### src/rtl/qm_seq_pkg.sv
// qm_seq_pkg: shared types, constants and step-decoding helpers for the
// sequenced quaternion multiplier.
package qm_seq_pkg;

   typedef enum logic [1:0] {
      IDLE,
      RUN,
      PIPE,
      DONE
   } state_t;

   localparam int STEP_W = 4;
   localparam logic [STEP_W-1:0] LAST_STEP = 4'd15;

   // Bit k set means product step k is subtracted from its accumulator.
   localparam logic [15:0] SUB_MASK = 16'h428E;

   // Term j of the current output selects a_j.
   function automatic logic [1:0] a_idx(input logic [STEP_W-1:0] s);
      return 2'(s);
   endfunction

   // Term j of output i pairs a_j with b_(j xor i).
   function automatic logic [1:0] b_idx(input logic [STEP_W-1:0] s);
      return s[1:0] ^ s[3:2];
   endfunction

endpackage

### src/rtl/qm_mul_core.sv
// qm_mul_core: combinational signed DATA_W x DATA_W multiplier with a full
// 2*DATA_W result.
module qm_mul_core #(
   parameter int DATA_W = 16
) (
   input  logic signed [DATA_W-1:0]   x,
   input  logic signed [DATA_W-1:0]   y,
   output logic signed [2*DATA_W-1:0] p
);

   logic signed [2*DATA_W-1:0] x_ext;
   logic signed [2*DATA_W-1:0] y_ext;

   assign x_ext = {{DATA_W{x[DATA_W-1]}}, x};
   assign y_ext = {{DATA_W{y[DATA_W-1]}}, y};
   assign p     = x_ext * y_ext;

endmodule

### src/rtl/qm_seq.sv
// qm_seq: quaternion Hamilton product q = a (x) b using one shared multiplier
// over 16 product steps, with valid/ready handshakes on both sides.
// Optional feature: define QM_SEQ_PIPE_MUL_EN to register the multiplier
// output; this adds a PIPE state and stretches latency from 16 to 17 edges.
module qm_seq #(
   parameter int DATA_W = 16,
   parameter int ACC_W  = 34
) (
   input  logic                     clk,
   input  logic                     rst,
   input  logic                     in_valid,
   output logic                     in_ready,
   input  logic signed [DATA_W-1:0] a0,
   input  logic signed [DATA_W-1:0] a1,
   input  logic signed [DATA_W-1:0] a2,
   input  logic signed [DATA_W-1:0] a3,
   input  logic signed [DATA_W-1:0] b0,
   input  logic signed [DATA_W-1:0] b1,
   input  logic signed [DATA_W-1:0] b2,
   input  logic signed [DATA_W-1:0] b3,
   input  logic                     flush,
   output logic                     out_valid,
   input  logic                     out_ready,
   output logic signed [ACC_W-1:0]  q0,
   output logic signed [ACC_W-1:0]  q1,
   output logic signed [ACC_W-1:0]  q2,
   output logic signed [ACC_W-1:0]  q3,
   output logic                     busy
);

   import qm_seq_pkg::*;

   state_t                     state;
   state_t                     state_nxt;
   logic                       accept;
   logic [STEP_W-1:0]          step;
   logic signed [DATA_W-1:0]   a_r [4];
   logic signed [DATA_W-1:0]   b_r [4];
   logic signed [ACC_W-1:0]    acc [4];
   logic signed [DATA_W-1:0]   mul_x;
   logic signed [DATA_W-1:0]   mul_y;
   logic signed [2*DATA_W-1:0] prod;
   logic signed [ACC_W-1:0]    prod_ext;
   logic                       acc_en;
   logic [STEP_W-1:0]          acc_step;
   logic [1:0]                 acc_i;
   logic signed [ACC_W-1:0]    acc_prod;
   logic signed [ACC_W-1:0]    acc_upd;

   assign mul_x = a_r[a_idx(step)];
   assign mul_y = b_r[b_idx(step)];

   qm_mul_core #(.DATA_W(DATA_W)) u_mul (
      .x(mul_x),
      .y(mul_y),
      .p(prod)
   );

   assign prod_ext = {{(ACC_W-2*DATA_W){prod[2*DATA_W-1]}}, prod};

`ifdef QM_SEQ_PIPE_MUL_EN
   logic signed [ACC_W-1:0] prod_r;
   logic [STEP_W-1:0]       pend_step;
   logic                    pend_valid;

   // Register each issued product so it is accumulated one cycle later; flush drops it.
   always_ff @(posedge clk or posedge rst) begin
      if (rst) begin
         prod_r     <= '0;
         pend_step  <= '0;
         pend_valid <= 1'b0;
      end else if (flush) begin
         pend_valid <= 1'b0;
      end else begin
         prod_r     <= prod_ext;
         pend_step  <= step;
         pend_valid <= (state == RUN);
      end
   end

   assign acc_en   = pend_valid;
   assign acc_step = pend_step;
   assign acc_prod = prod_r;
`else
   assign acc_en   = (state == RUN);
   assign acc_step = step;
   assign acc_prod = prod_ext;
`endif

   assign acc_i   = acc_step[3:2];
   assign acc_upd = SUB_MASK[acc_step] ? (acc[acc_i] - acc_prod)
                                       : (acc[acc_i] + acc_prod);

   // State register.
   always_ff @(posedge clk or posedge rst) begin
      if (rst) begin
         state <= IDLE;
      end else begin
         state <= state_nxt;
      end
   end

   // Next-state and handshake outputs; flush overrides every other transition.
   always_comb begin
      state_nxt = state;
      in_ready  = 1'b0;
      out_valid = 1'b0;
      busy      = 1'b0;
      accept    = 1'b0;
      case (state)
         IDLE: begin
            in_ready = 1'b1;
            if (in_valid && !flush) begin
               accept    = 1'b1;
               state_nxt = RUN;
            end
         end
         RUN: begin
            busy = 1'b1;
            if (step == LAST_STEP) begin
`ifdef QM_SEQ_PIPE_MUL_EN
               state_nxt = PIPE;
`else
               state_nxt = DONE;
`endif
            end
         end
         PIPE: begin
            busy      = 1'b1;
            state_nxt = DONE;
         end
         DONE: begin
            out_valid = 1'b1;
            if (out_ready) begin
               state_nxt = IDLE;
            end
         end
         default: state_nxt = IDLE;
      endcase
      if (flush) begin
         state_nxt = IDLE;
      end
   end

   // Operand capture, step counter, accumulation and result commit on the last step.
   always_ff @(posedge clk or posedge rst) begin
      if (rst) begin
         step <= '0;
         for (int k = 0; k < 4; k++) begin
            a_r[k] <= '0;
            b_r[k] <= '0;
            acc[k] <= '0;
         end
         q0 <= '0;
         q1 <= '0;
         q2 <= '0;
         q3 <= '0;
      end else if (flush) begin
         step <= '0;
      end else begin
         if (accept) begin
            a_r[0] <= a0;
            a_r[1] <= a1;
            a_r[2] <= a2;
            a_r[3] <= a3;
            b_r[0] <= b0;
            b_r[1] <= b1;
            b_r[2] <= b2;
            b_r[3] <= b3;
            for (int k = 0; k < 4; k++) begin
               acc[k] <= '0;
            end
            step <= '0;
         end
         if (state == RUN) begin
            step <= step + 1'b1;
         end
         if (acc_en) begin
            acc[acc_i] <= acc_upd;
            if (acc_step == LAST_STEP) begin
               q0 <= acc[0];
               q1 <= acc[1];
               q2 <= acc[2];
               q3 <= acc_upd;
            end
         end
      end
   end

endmodule
### config.mk
export PLATFORM = sky130hd
export DESIGN_NAME = qm_seq
export DESIGN_NICKNAME = d
export VERILOG_FILES = /design/src/rtl/qm_seq_pkg.sv /design/src/rtl/qm_mul_core.sv /design/src/rtl/qm_seq.sv
export SDC_FILE = /design/constraint.sdc
export NUM_CORES = 2
export LEC_CHECK = 0
export ABC_AREA = 1
export ABC_CLOCK_PERIOD_IN_PS = 18200
export CORE_MARGIN = 3
export CORE_UTILIZATION = 49
export CTS_CLUSTER_SIZE = 12
export DETAILED_ROUTE_END_ITERATION = 10
export PLACE_DENSITY = 0.77
export SYNTH_ARGS = -nofsm -noshare
export SYNTH_HDL_FRONTEND = slang
export SYNTH_SLANG_ARGS = --single-unit
export TNS_END_PERCENT = 1
### constraint.sdc
create_clock -name clk -period 18.2 [get_ports clk]
set_clock_uncertainty 0.2 [all_clocks]
set_input_delay 3.64 -clock clk [delete_from_list [all_inputs] [get_ports clk]]
set_output_delay 3.64 -clock clk [all_outputs]
set_load 0.005 [all_outputs]
==> metrics.md <==
| Metric | Value |
|---|---|
| Mapped Avg Cell Area | 7.74 sq um |
| Main area contributors after synthesis | dfrtp_1 32%, fa_1 17%, nand2_1 13% |
| Final ANT Viol Nets | 0 |
| Drt first pass iters | 7 |
| R2R depth | 50 |
| N_diodes | 0 |
| Worst Hold Path EP | b_r[57] |
| Post-synth cell types | 57 |
| Chip width | 260 um |
| Fmax | 84.5 MHz |
| Status | finished, final reports clean |
| Vias in the first global route | 28009 |
| Setup crit start kind | register |
| Post-Syn Nets | 4606 |
| 1st-iter DRT viols | 2903 |
| DR vias | 28146 |
| Number of flops mapped to enable cells by yosys | 0 |
| WS Path Type | reg -> reg |
| Cell with the most instances on the worst path | nand2_1 |
| Die ar. | 67600 sq um |
| RSZ-0062 raised after global routing | false |
| Dpl hpwl | 70000 um |
| Worst hold start | b_r[57] |
| CTS max path bufs | 3 |
| Slew headroom | 21.3% |
| Final Net Count | 4801 |
| CTS HTree Levels | 2 |
| Setup crit end kind | register |
| Crit path max-delay family | adder cells |
| Seq/Total Area, Yosys | 32.1% |
| Fin crit period | 11.83 ns |
| Setup TNS Final | 0 ns |
| Num rows | 92 |
| Synth top area share | 32.1% |
| Floorplan core area | 63400 sq um |
| Bufs and invs on worst path | 13 |
| Slew Limit Fails | 0 |
| Initial antenna violation count | 0 |
| Post-synthesis register bit count | 406 |
| CTS tree | yes |
| Ys async rst share | 100% |
| Commonest cells after routing, fill and taps aside | 1090 x nand2_1, 737 x inv_1, 406 x dfrtp_1 |
| Cells after Synth | 4087 |
| Largest net degree at the start of global routing | 177 |
| FF-to-FF Start | acc_step[0] |
| Routed length per instance | 18.2 um |
| Syn. warnings | 0 |
| Layout area overhead | 15.7% |
| Worst-path clk slew | 0.06 ns |
| Post-CTS resize count | 0 |
| Worst R2R Setup Slack | 6.37 ns |
| Hold Violations, Final | 0 |
| Vias per cell | 5.45 |
| Post-CTS Setup Repair Bufs | 0 |
| Reg-to-reg endpoint | acc[101] |
| Total CTS buffers | 44 |
| I/O pin cnt | 272 |
| GR Overflow Total | 0 |
| Synth Flop Type | dfrtp_1 |
| Initial core utilization | 49.9% |
| Hold Path Class | reg -> reg |
| Number of max-cap violations | 0 |
| Hold depth | 2 |
| Required time of the critical path | 18.46 ns |
| Final wirelength | 94000 um |
| Global-route wire length before repair | 151000 um |
| Final Cycle Share | 65.0% |
| Hold buffers post-CTS | 0 |
| Crit-path max cell delay | 0.61 ns |
| CTS sink cnt | 406 |
| Ratio of cells with drive above 1 in the final layout | 3.94% |
| Commonest non-fill, non-tap cell in the layout | nand2_1 |
| CP max stage cell | inv_2 |
| DRC Markers | 0 |
| Die height | 260 um |
| Tot GR Track Use | 28.1% |
| Final Wtd Congestion | 0.968 |
| Slew @ Worst Pin | 1.17 ns |
| Worst-Skew Late Latency | 0.59 ns |
| Final setup fails | 0 |
| CTS root buf | clkbuf_16 |
| CP max FO | 36 |
| Synth Cell Area | 31600 sq um |
| Worst EP arrival | 12.09 ns |
| Port-buffer cells | 271 |
| Largest area contributor in the netlist | dfrtp_1 |
## final cells by class
type                            instances  area, sq um
Inverter                              767         2900
Multi-Input combinational cell       2752        18000
Clock inverter                          8          133
Clock buffer                           70         1340
Sequential cell                       406        10200
Fill cell                            5661        26800
Tap cell                              846         1060
Timing Repair Buffer                  311         3020
## worst reg2reg max path, delay by kind of cell (launching register included)
family | cells | cell delay [ns]
AO/OA/AOI/OAI | 6 | 1.65
AND/OR/NAND/NOR | 20 | 2.63
XOR/XNOR | 3 | 0.78
adder cells (fa/ha/maj) | 8 | 3.72
buffers and inverters | 13 | 2.32
flip-flops | 1 | 0.39
## how the worst max path moves through the flow
stage                      startpoint  endpoint  slack [ns]  cells past startpoint
after floorplan                   rst    a_r[0]        3.07                      1
after global placement    acc_step[0]  acc[135]        6.76                     43
after detailed placement  acc_step[0]  acc[101]        6.66                     50
after CTS                 acc_step[0]  acc[101]        6.62                     50
after global routing      acc_step[0]  acc[101]        5.50                     43
final                     acc_step[0]  acc[101]        6.37                     50
## cells by family (layout without fill, tap and decap cells)
family,Yosys count,count (layout),synth area share [%]
AOI/OAI and AO/OA,718,718,13.2
xor gates and xnor gates,61,61,1.76
adders and majority gates,386,386,21.5
DFF,406,406,32.1
and+or+nand+nor,1587,1587,20.3
buffers and inverters,929,1156,11.1
## synthesized netlist by cell type (all sizes together) (14+ instances only)
| library cell | number |
|---|---|
| nand2 | 1100 |
| inv | 754 |
| o21ai | 407 |
| dfrtp | 406 |
| nor2 | 280 |
| fa | 263 |
| clkbuf | 148 |
| nand3 | 138 |
| ha | 123 |
| a22oi | 81 |
| a21oi | 72 |
| a31oi | 56 |
| xor2 | 40 |
| o221ai | 33 |
| nand4 | 28 |
| o22ai | 21 |
| xnor2 | 21 |
| nor3 | 20 |
| a32oi | 16 |
| buf | 14 |
## sequential cells by signal, indices dropped and copies added (netlist names)
register	flops
a_r	64
acc	136
acc_step	4
b_r	64
q0	34
q1	34
q2	34
q3	34
state	2
## metal layers
layer | global-route usage, % | up-vias | routed length [um]
met4 | 9.34 | 0 | 3290
met1 | 39.2 | 13450 | 39800
met2 | 44.5 | 1283 | 42500
li1 | - | 13187 | -
met5 | 0 | - | 0
met3 | 4.86 | 226 | 8370
## per-stage QoR
step | area, sq um | hold slack (ns) | util (%) | setup slack [ns] | cells
final | 36600 | 0.270 | 57.7 | 6.37 | 5160
after floorplan | 31600 | 0.242 | - | 3.07 | 4087
after detailed placement | 35100 | 0.258 | 55.4 | 6.66 | 5082
after global routing | 36600 | 0.285 | 57.7 | 5.50 | 5160
after CTS | 36600 | 0.273 | 57.7 | 6.62 | 5160
after global placement | 35100 | 0.253 | 55.4 | 6.76 | 5082
Power is left out: the tool's default activity adds up to more than one toggle a clock period on the data nets, which glitch-free logic cannot reach.
